[src/rtl/fetch_branch_unit_if.sv]
// Instruction-memory and execute-stage handshake bundle for fetch_branch_unit.
//   mem_req/mem_addr   : read request and address toward instruction memory
//   mem_ack/mem_rdata  : read completion, data valid in the ack cycle
//   instr_valid/instr_out/exec_ready : valid/ready issue channel toward execute
// master = fetch unit side, slave = memory/execute side.
interface fetch_branch_unit_if #(
  parameter int unsigned ADDR_W  = 8,
  parameter int unsigned INSTR_W = 16
);
  logic               mem_req;
  logic [ADDR_W-1:0]  mem_addr;
  logic               mem_ack;
  logic [INSTR_W-1:0] mem_rdata;
  logic               instr_valid;
  logic [INSTR_W-1:0] instr_out;
  logic               exec_ready;

  modport master (
    output mem_req, mem_addr, instr_valid, instr_out,
    input  mem_ack, mem_rdata, exec_ready
  );

  modport slave (
    input  mem_req, mem_addr, instr_valid, instr_out,
    output mem_ack, mem_rdata, exec_ready
  );
endinterface

[src/rtl/fetch_branch_unit.sv]
// Fetch and branch-resolution unit. Fetches from instruction memory at the current PC, resolves
// JMP/BZ/BNZ/CALL/RET/HALT locally and issues every other instruction to execute.
// The PC has no hold input, so "hold" means reloading pc_in.
// Ports:
//   clk, reset_n   : clock, synchronous active-low reset
//   pc_in          : current PC value
//   pc_load_en     : PC load enable (0 lets the PC increment)
//   pc_next_addr   : value loaded when pc_load_en=1
//   zero_flag      : ALU zero flag, sampled in DECODE
//   bus            : memory req/ack and execute valid/ready channel (master side)
//   halted         : unit is in HALTED
//   stack_err      : sticky return-address stack overflow/underflow
module fetch_branch_unit #(
  parameter int unsigned ADDR_W    = 8,
  parameter int unsigned INSTR_W   = 16,
  parameter int unsigned RAS_DEPTH = 4
) (
  input  logic                clk,
  input  logic                reset_n,
  input  logic [ADDR_W-1:0]   pc_in,
  output logic                pc_load_en,
  output logic [ADDR_W-1:0]   pc_next_addr,
  input  logic                zero_flag,
  fetch_branch_unit_if.master bus,
  output logic                halted,
  output logic                stack_err
);

  localparam int unsigned DW = $clog2(RAS_DEPTH + 1);
  localparam logic [DW-1:0] RasFull = DW'(RAS_DEPTH);

  localparam logic [3:0] OpJmp  = 4'h1;
  localparam logic [3:0] OpBz   = 4'h2;
  localparam logic [3:0] OpBnz  = 4'h3;
  localparam logic [3:0] OpCall = 4'h4;
  localparam logic [3:0] OpRet  = 4'h5;
  localparam logic [3:0] OpHalt = 4'hF;

  typedef enum logic [1:0] {StFetch, StDecode, StIssue, StHalted} state_e;

  state_e             state_q, state_d;
  logic [INSTR_W-1:0] ir_q, ir_d;
  logic [DW-1:0]      depth_q, depth_d;
  logic               stack_err_q, stack_err_d;
  logic [ADDR_W-1:0]  ras_q [RAS_DEPTH];

  logic               push;
  logic [ADDR_W-1:0]  ret_addr;
  logic [ADDR_W-1:0]  pop_addr;
  logic [3:0]         opcode;
  logic [ADDR_W-1:0]  target;

  assign opcode    = ir_q[INSTR_W-1 -: 4];
  assign target    = ir_q[ADDR_W-1:0];
  assign ret_addr  = pc_in + ADDR_W'(1);
  assign stack_err = stack_err_q;

  // Top-of-stack entry lives at index depth-1.
  always_comb begin
    pop_addr = '0;
    for (int i = 0; i < int'(RAS_DEPTH); i++) begin
      if (depth_q == DW'(i + 1)) pop_addr = ras_q[i];
    end
  end

  always_comb begin
    state_d         = state_q;
    ir_d            = ir_q;
    depth_d         = depth_q;
    stack_err_d     = stack_err_q;
    push            = 1'b0;
    pc_load_en      = 1'b1;
    pc_next_addr    = pc_in;
    bus.mem_req     = 1'b0;
    bus.mem_addr    = pc_in;
    bus.instr_valid = 1'b0;
    bus.instr_out   = ir_q;
    halted          = 1'b0;

    unique case (state_q)
      StFetch: begin
        bus.mem_req = 1'b1;
        if (bus.mem_ack) begin
          ir_d    = bus.mem_rdata;
          state_d = StDecode;
        end
      end
      StDecode: begin
        state_d = StFetch;
        case (opcode)
          OpJmp: pc_next_addr = target;
          OpBz: begin
            if (zero_flag) pc_next_addr = target;
            else           pc_load_en   = 1'b0;
          end
          OpBnz: begin
            if (!zero_flag) pc_next_addr = target;
            else            pc_load_en   = 1'b0;
          end
          OpCall: begin
            if (depth_q < RasFull) begin
              push         = 1'b1;
              depth_d      = depth_q + DW'(1);
              pc_next_addr = target;
            end else begin
              stack_err_d = 1'b1;
              state_d     = StHalted;
            end
          end
          OpRet: begin
            if (depth_q != '0) begin
              depth_d      = depth_q - DW'(1);
              pc_next_addr = pop_addr;
            end else begin
              stack_err_d = 1'b1;
              state_d     = StHalted;
            end
          end
          OpHalt:  state_d = StHalted;
          default: state_d = StIssue;
        endcase
      end
      StIssue: begin
        bus.instr_valid = 1'b1;
        if (bus.exec_ready) begin
          pc_load_en = 1'b0;
          state_d    = StFetch;
        end
      end
      StHalted: halted = 1'b1;
      default:  state_d = StFetch;
    endcase

    // Reset forces the PC to zero and silences both handshakes; state regs reset in always_ff.
    if (!reset_n) begin
      bus.mem_req     = 1'b0;
      bus.instr_valid = 1'b0;
      pc_load_en      = 1'b1;
      pc_next_addr    = '0;
      halted          = 1'b0;
      push            = 1'b0;
    end
  end

  always_ff @(posedge clk) begin
    if (!reset_n) begin
      state_q     <= StFetch;
      ir_q        <= '0;
      depth_q     <= '0;
      stack_err_q <= 1'b0;
    end else begin
      state_q     <= state_d;
      ir_q        <= ir_d;
      depth_q     <= depth_d;
      stack_err_q <= stack_err_d;
    end
  end

  always_ff @(posedge clk) begin
    for (int i = 0; i < int'(RAS_DEPTH); i++) begin
      if (push && depth_q == DW'(i)) ras_q[i] <= ret_addr;
    end
  end

endmodule

[src/flat_wrapper.sv]
// flat-port wrapper written by rule: the top's interface ports become plain ports
module fetch_branch_unit_flat 
#(
  parameter int unsigned ADDR_W    = 8,
  parameter int unsigned INSTR_W   = 16,
  parameter int unsigned RAS_DEPTH = 4
)
  (clk, reset_n, pc_in, pc_load_en, pc_next_addr, zero_flag, halted, stack_err, bus_mem_req, bus_mem_addr, bus_instr_valid, bus_instr_out, bus_mem_ack, bus_mem_rdata, bus_exec_ready);
  fetch_branch_unit_if #(.ADDR_W(ADDR_W), .INSTR_W(INSTR_W)) bus_i ();
  input  logic clk;
  input  logic reset_n;
  input  logic [ADDR_W-1:0] pc_in;
  output logic pc_load_en;
  output logic [ADDR_W-1:0] pc_next_addr;
  input  logic zero_flag;
  output logic halted;
  output logic stack_err;
  output wire logic [$bits(bus_i.mem_req)-1:0] bus_mem_req;
  output wire logic [$bits(bus_i.mem_addr)-1:0] bus_mem_addr;
  output wire logic [$bits(bus_i.instr_valid)-1:0] bus_instr_valid;
  output wire logic [$bits(bus_i.instr_out)-1:0] bus_instr_out;
  input wire logic [$bits(bus_i.mem_ack)-1:0] bus_mem_ack;
  input wire logic [$bits(bus_i.mem_rdata)-1:0] bus_mem_rdata;
  input wire logic [$bits(bus_i.exec_ready)-1:0] bus_exec_ready;
  assign bus_mem_req = bus_i.mem_req;
  assign bus_mem_addr = bus_i.mem_addr;
  assign bus_instr_valid = bus_i.instr_valid;
  assign bus_instr_out = bus_i.instr_out;
  assign bus_i.mem_ack = bus_mem_ack;
  assign bus_i.mem_rdata = bus_mem_rdata;
  assign bus_i.exec_ready = bus_exec_ready;
  fetch_branch_unit #(.ADDR_W(ADDR_W), .INSTR_W(INSTR_W), .RAS_DEPTH(RAS_DEPTH)) u_core (.clk(clk), .reset_n(reset_n), .pc_in(pc_in), .pc_load_en(pc_load_en), .pc_next_addr(pc_next_addr), .zero_flag(zero_flag), .bus(bus_i), .halted(halted), .stack_err(stack_err));
endmodule
[config.mk]
export PLATFORM = sky130hd
export DESIGN_NAME = fetch_branch_unit_flat
export DESIGN_NICKNAME = d
export VERILOG_FILES = /design/src/rtl/fetch_branch_unit_if.sv /design/src/rtl/fetch_branch_unit.sv /design/src/flat_wrapper.sv
export SDC_FILE = /design/constraint.sdc
export NUM_CORES = 1
export LEC_CHECK = 0
export CORE_MARGIN = 1
export CORE_UTILIZATION = 45
export CTS_CLUSTER_SIZE = 10
export DETAILED_ROUTE_END_ITERATION = 8
export PLACE_DENSITY_LB_ADDON = 0.05
export SKIP_LAST_GASP = 1
export SLEW_MARGIN = 20
export SYNTH_ARGS = -nofsm -noshare
export SYNTH_HDL_FRONTEND = slang
export SYNTH_SLANG_ARGS = --single-unit
[constraint.sdc]
create_clock -name clk -period 2.4 [get_ports clk]
set_input_delay 0.36 -clock clk [delete_from_list [all_inputs] [get_ports clk]]
set_output_delay 0.36 -clock clk [all_outputs]
set_load 0.1 [all_outputs]
# [Yosys cells after proc, flatten, opt, wreduce, memory -nomap -nowiden]
# Memory sizes are Yosys's and may differ from the RTL's.
# Index checks and enable logic that the tools add are counted.
[word_totals] input_bits=29 reg_bits=22 out_inout_bits=37 mem_bits_rw=32 elab_cells=101 memories=1
[op_classes] n_mux=56 n_eq_ne=19 addsub=3 n_reduce_logical=17 n_lt_le_gt_ge=1
[mem_list] memory="u_core.ras_q" words=4 width=8 read_ports=4 rd_clocked_by_memory_dff=0 wr=1 line="fetch_branch_unit.sv:45" source="logic [ADDR_W-1:0] ras_q [RAS_DEPTH];"
[op_table] operator="two-way mux 8 bit" n=13
[op_table] operator="case mux 8 bit (5 select lines)" n=1
[op_table] operator="two-way mux 1 bit" n=27
[op_table] operator="OR reduction 8 bit" n=3
[op_table] operator="two-way mux 2 bit" n=7
[op_table] operator="adder 8 x 1 -> 8 bit (second input constant)" n=1
[op_table] operator="== test 4 x 2 -> 1 bit (second input constant)" n=2
[op_table] operator="== test 4 x 3 -> 1 bit (second input constant)" n=2
[op_table] operator="inequality test 2 bit (second input constant)" n=4
[op_table] operator="case mux 2 bit (4 select lines)" n=1
[op_table] operator="AND reduction 4 bit" n=2
[op_table] operator="== test 3 x 2 -> 1 bit (second input constant)" n=2
[op_table] operator="two-way mux 3 bit" n=2
[op_table] operator="case mux 1 bit (2 select lines)" n=3
[op_table] operator="case mux 2 bit (3 select lines)" n=1
[op_table] operator="case mux 3 bit (2 select lines)" n=1
[op_table] operator="nonzero test 3 bit" n=2
[op_table] operator="== test 2 bit (second input constant)" n=2
[op_table] operator="== test 4 x 1 -> 1 bit (second input constant)" n=1
[op_table] operator="== test 4 bit (second input constant)" n=1
[op_table] operator="logical AND 1 bit" n=4
[op_table] operator="inequality test 2 x 1 -> 1 bit (second input constant)" n=2
[op_table] operator="adder 3 x 1 -> 3 bit (second input constant)" n=1
[op_table] operator="== test 3 x 1 -> 1 bit (second input constant)" n=1
[op_table] operator="other kinds (10)" n=10

# [Depth between registers and ports, before layout]
[depth] ltp_word=12 ltp_mapped=9 ltp_nobuf=7

# [Worst setup path before layout]
# OpenSTA, ideal clock, no wires.
[synth_timing] path_kind="register -> output" start="register u_core.ir_q[14] (netlist: u_core.bus.instr_out[14])" end="output port pc_next_addr[5]" arrival_ps=2694 setup_slack_ps=-654 required_time_ps=2040 stages_incl_launch_ff=7 n_path_buf=1 path_cell_list="dfxtp_1 > buf_2 > and4bb_2 > o21ai_0 > a211o_1 > o221ai_1 > a22o_1"
[synth_between] elab_chain_cells=4 word_cells_on_any_way=8 cone_classes="eq/ne: 5; mux: 3"
[synth_rtl] item="start, declared" line="fetch_branch_unit.sv:42" source="logic [INSTR_W-1:0] ir_q, ir_d;"
[synth_rtl] item="start signal, assigned" line="fetch_branch_unit.sv:153" source="ir_q <= ir_d;"
[synth_rtl] item="== test 4 x 3 -> 1 bit, or another cell as far along" line="fetch_branch_unit.sv:90" source="case (opcode)"
[synth_rtl] item="case mux 8 bit (5 select lines) (*)" line="fetch_branch_unit.sv:90"
[synth_rtl] item="two-way mux 8 bit (*)" line="fetch_branch_unit.sv:80" source="unique case (state_q)"
[synth_rtl] item="two-way mux 8 bit (*)" line="fetch_branch_unit.sv:135" source="if (!reset_n) begin"
[synth_rtl] item="end, declared" line="flat_wrapper.sv:14" source="output logic [ADDR_W-1:0] pc_next_addr;"
# Every way passes the cells marked *; elsewhere a longest branch is shown, timed or not.

# [Worst setup path after layout]
[layout_timing] start="register u_core.depth_q[1]" end="output port pc_next_addr[0]"
[layout_between] elab_chain_cells=9 word_cells_on_any_way=15 cone_classes="order compare: 1; eq/ne: 4; mux: 9; reduce/logical: 1"
[layout_rtl] item="start, declared" line="fetch_branch_unit.sv:43" source="logic [DW-1:0] depth_q, depth_d;"
[layout_rtl] item="start signal, assigned" line="fetch_branch_unit.sv:154" source="depth_q <= depth_d;"
[layout_rtl] item="== test 3 x 1 -> 1 bit" line="fetch_branch_unit.sv:62" source="if (depth_q == DW'(i + 1)) pop_addr = ras_q[i];"
[layout_rtl] item="two-way mux 8 bit (4 in series)" line="fetch_branch_unit.sv:62"
[layout_rtl] item="two-way mux 8 bit" line="fetch_branch_unit.sv:111" source="if (depth_q != '0) begin"
[layout_rtl] item="case mux 8 bit (5 select lines) (*)" line="fetch_branch_unit.sv:90"
[layout_rtl] item="two-way mux 8 bit (*)" line="fetch_branch_unit.sv:80"
[layout_rtl] item="two-way mux 8 bit (*)" line="fetch_branch_unit.sv:135"
# Marks and branches as above.

==> results.tsv <==
stage	metric	value	unit
status	violations	setup timing	
final_layout	design_area	4320	sq um
synthesis	syn_nets	349	
placement	dp_cells	446	
synthesis	ys_seq_area_frac	0.4498	
setup_path	crit_fanout	8	
synthesis	synth_compound_area_frac	0.1888	
floorplanning	die_w	85.21	microns
drt	wl_per_cell	17.04	microns
clock_network	cts_buffer_depth	2	
setup_path	critPathCaptureType	primary output	
floorplanning	io_pins	66	
final_layout	area_growth	38.67	%
setup_path	worstPathRequired	2040	ps
final_layout	num_antenna_cells	0	
global_routing	grt_pass1_vias	2538	
setup_path	ff2ff_path_depth	5	
synthesis	ys_ff_latch	54	
setup_path	r2r_start	u_core.state_q[1]	
timing	drv_slew	0	
synthesis	syn_avg_cell_area	10.08	sq um
clock_network	cts_max_level	2	
timing	maxSlewHeadroom	0.6172	
final_layout	nets	418	
global_routing	grt_max_degree	27	
synthesis	synthTopCellsByArea	edfxtp_1 31%, dfxtp_1 14%, nand2_1 5.5%, mux2i_1 5.5%, ha_1 4.4%	
setup_path	endpoint	pc_next_addr[0]	
placement	portBuffers	65	
synthesis	synth-xor-area-share	0.02530	
clock_network	root_buffer	clkbuf_8	
timing	worst_pin_slew	574.2	ps
final_layout	drive_gt1_frac	0.3061	
floorplanning	die-area	7260	sq um
global_routing	grt-ovfl-total	0	
drt	routed_wl	7770	microns
global_routing	grt.total_usage	0.2178	
placement	pre_cts_slack	-37.59	ps
drt	ant_nets	0	
global_routing	grt_antenna_before_repair	0	
synthesis	syn_area	3115	sq um
floorplanning	row_count	29	
clock_network	postCtsHoldBufs	0	
setup_path	critical_path.max_stage_delay	380	ps
setup_path	r2r-end	u_core.ras_q[3][5]	
clock_network	cts.sinks	54	
worst_hold_path	hold_class	reg -> reg	
flow_run	cap_violations	0	
timing	rsz0062_at_grt	true	
pwr	vdd_ir_drop_max	0.3796	mV
synthesis	ys_types	48	
placement	routabilityCongestion	0.8339	
floorplanning	initial_core_util	0.4770	
floorplanning	coreArea	6531	sq um
synthesis	synth_top_family_by_area	compound AO/OA/AOI/OAI gates	
synthesis	synth_ff_type	edfxtp_1	
drt	dr.first_iter.drc_count	115	
setup_path	cp_slowest_cell	dfxtp_4	
placement	hpwl	5581	microns
timing	timing.final.crit_share	1.098	
pwr	power_density	567.0	nW/um^2
synthesis	synth.top_cell.area_share	0.3084	
synthesis	synthMuxAreaShare	0.05462	
synthesis	synth-async-reset-ratio	0	
status	status	complete, but fails checks	
final_layout	postLayoutCoreUtil	0.6615	
timing	finalHoldViolCount	0	
timing	fin_skew	10.61	ps
setup_path	rrSetupSlack	430	ps
global_routing	grt_pass1_wl	12410	microns
synthesis	synthAdderAreaFrac	0.04418	
final_layout	fin_cells	456	
drt	drc	0	
drt	vias	2585	
synthesis	ys_warn_count	0	
clock_network	cts_made_buffers	5	
clock_network	cts_tree	yes	
setup_path	crit_chain	ha_2 -> ha_2 -> or2_4 -> a221o_1 -> o2111ai_2 -> o221ai_2 -> a22o_2 -> buf_12	
drt	first_pass_iters	4	
floorplanning	die_h	85.21	microns
setup_path	cp-startpoint	u_core.depth_q[1]	
pwr	leakage	0.001636	uW
setup_path	cp_common_cell	ha_2	
synthesis	synth_cells	309	
timing	fin_ws	-236.2	ps
clock_network	insertion_delay	320	ps
timing	timing.fmax	379.3	MHz
placement	post_dp_cell_area	4071	sq um
timing	setup_violations	8	
drt	avgViaCountPerCell	5.669	
timing	worst_hold_slack	467.6	ps
synthesis	synth_edf_count	32	
synthesis	yosysTopAreaCell	edfxtp_1	
setup_path	cp.arrival	2280	ps
clock_network	path_clk_slew	100	ps
synthesis	synthSimpleGateAreaFrac	0.1582	
timing	final.min_clock_period	2636	ps
setup_path	worst_setup_path_start_kind	flip-flop	
setup_path	crit_type	reg -> out	
[logic make-up (layout without fill, tap and decap cells)]
| family | count (synthesis) | after routing |
|---|---|---|
| buffers and inverters | 48 | 118 |
| multiplexers | 17 | 17 |
| flip-flops | 54 | 54 |
| adder cells (fa/ha/maj) | 11 | 11 |
| AND/OR/NAND/NOR | 95 | 95 |
| AO/OA/AOI/OAI | 75 | 75 |
| XOR/XNOR | 9 | 9 |
[cell usage after synthesis (all sizes together) (9+ instances only)]
master / count
dfxtp: 22
mux2i: 17
ha: 11
inv: 16
buf: 21
nand2: 46
a21boi: 18
edfxtp: 32
nor2: 14
a31oi: 9
clkbuf: 11
[worst min path at each step]
stage                     cells after the start  slack [ps]                        to                      from
after floorplan                               2         490  u_core.bus.instr_out[12]         bus_mem_rdata[12]
after global placement                        2         450  u_core.bus.instr_out[11]  u_core.bus.instr_out[11]
after detailed placement                      1         460          u_core.stack_err          u_core.stack_err
after CTS                                     2         470   u_core.bus.instr_out[9]   u_core.bus.instr_out[9]
after global routing                          1         510          u_core.stack_err          u_core.stack_err
final                                         2         470   u_core.bus.instr_out[9]   u_core.bus.instr_out[9]
[per-layer routing]
layer / vias to the layer above / track usage / share of wire
li1: 1246 / - / -
met1: 1267 / 0.2801 / 0.44
met2: 67 / 0.3834 / 0.51
met3: 5 / 0.03794 / 0.043
met4: 0 / 0.04777 / 0.0081
met5: - / 0 / 0
[critical path, delay by kind of cell (launching register included)]
family	cells	cell delay (ps)
adders and majority gates	2	340
DFF	1	380
buffers and inverters	1	170
AOI/OAI and AO/OA	4	790
and+or+nand+nor	1	280
[report_power, final]
group	leakage, uW	switching, uW	internal (uW)	total (uW)
Clock	0.0000491	328	216	544
Sequential	0.000471	39.7	1010	1050
Combinational	0.00112	556	298	854
[registers in the layout, summed over array words and instances, names as in the netlist]
| name | count |
|---|---|
| u_core.bus.instr_out | 16 |
| u_core.depth_q | 3 |
| u_core.ras_q | 32 |
| u_core.stack_err | 1 |
| u_core.state_q | 2 |
[per-stage QoR]
step                      total power [uW]  TNS (ps)
after floorplan                       1648    -9.058
after global placement                1892         0
after detailed placement              1899    -37.59
after CTS                             2440     -1592
after global routing                  2547     -2123
final                                 2450     -1602
[layout by cell type (no fill, tap or decap), types with 6 or more instances in the layout]
cell / n
nand2_1: 46
buf_4: 45
edfxtp_1: 32
clkdlybuf4s50_1: 28
buf_12: 21
mux2i_1: 17
dfxtp_1: 16
inv_1: 15
nor2_1: 14
a21boi_0: 14
a31oi_1: 9
and2_1: 8
a221o_1: 7
o2111ai_2: 7
o221ai_2: 6
a22o_2: 6
xnor2_1: 6
ha_1: 6
[repair_timing]
| item | 4_1_cts | 5_1_grt |
|---|---|---|
| buffers inserted | 1 | 1 |
| resized for setup | 16 | 11 |
| pin swaps | 11 | 15 |
| endpoints found under the setup margin | 8 | 8 |
[final cells by class]
type                       instances  area (sq um)
fill                             525          2211
clock buffer                       5         68.82
tap                               77         96.34
clock inverter                     3         26.28
inverter                          16         60.06
timing repair buffer              94          1039
multi-input combinational        207          1614
sequential                        54          1416
Note: power is estimated with default switching activity, not from simulation.
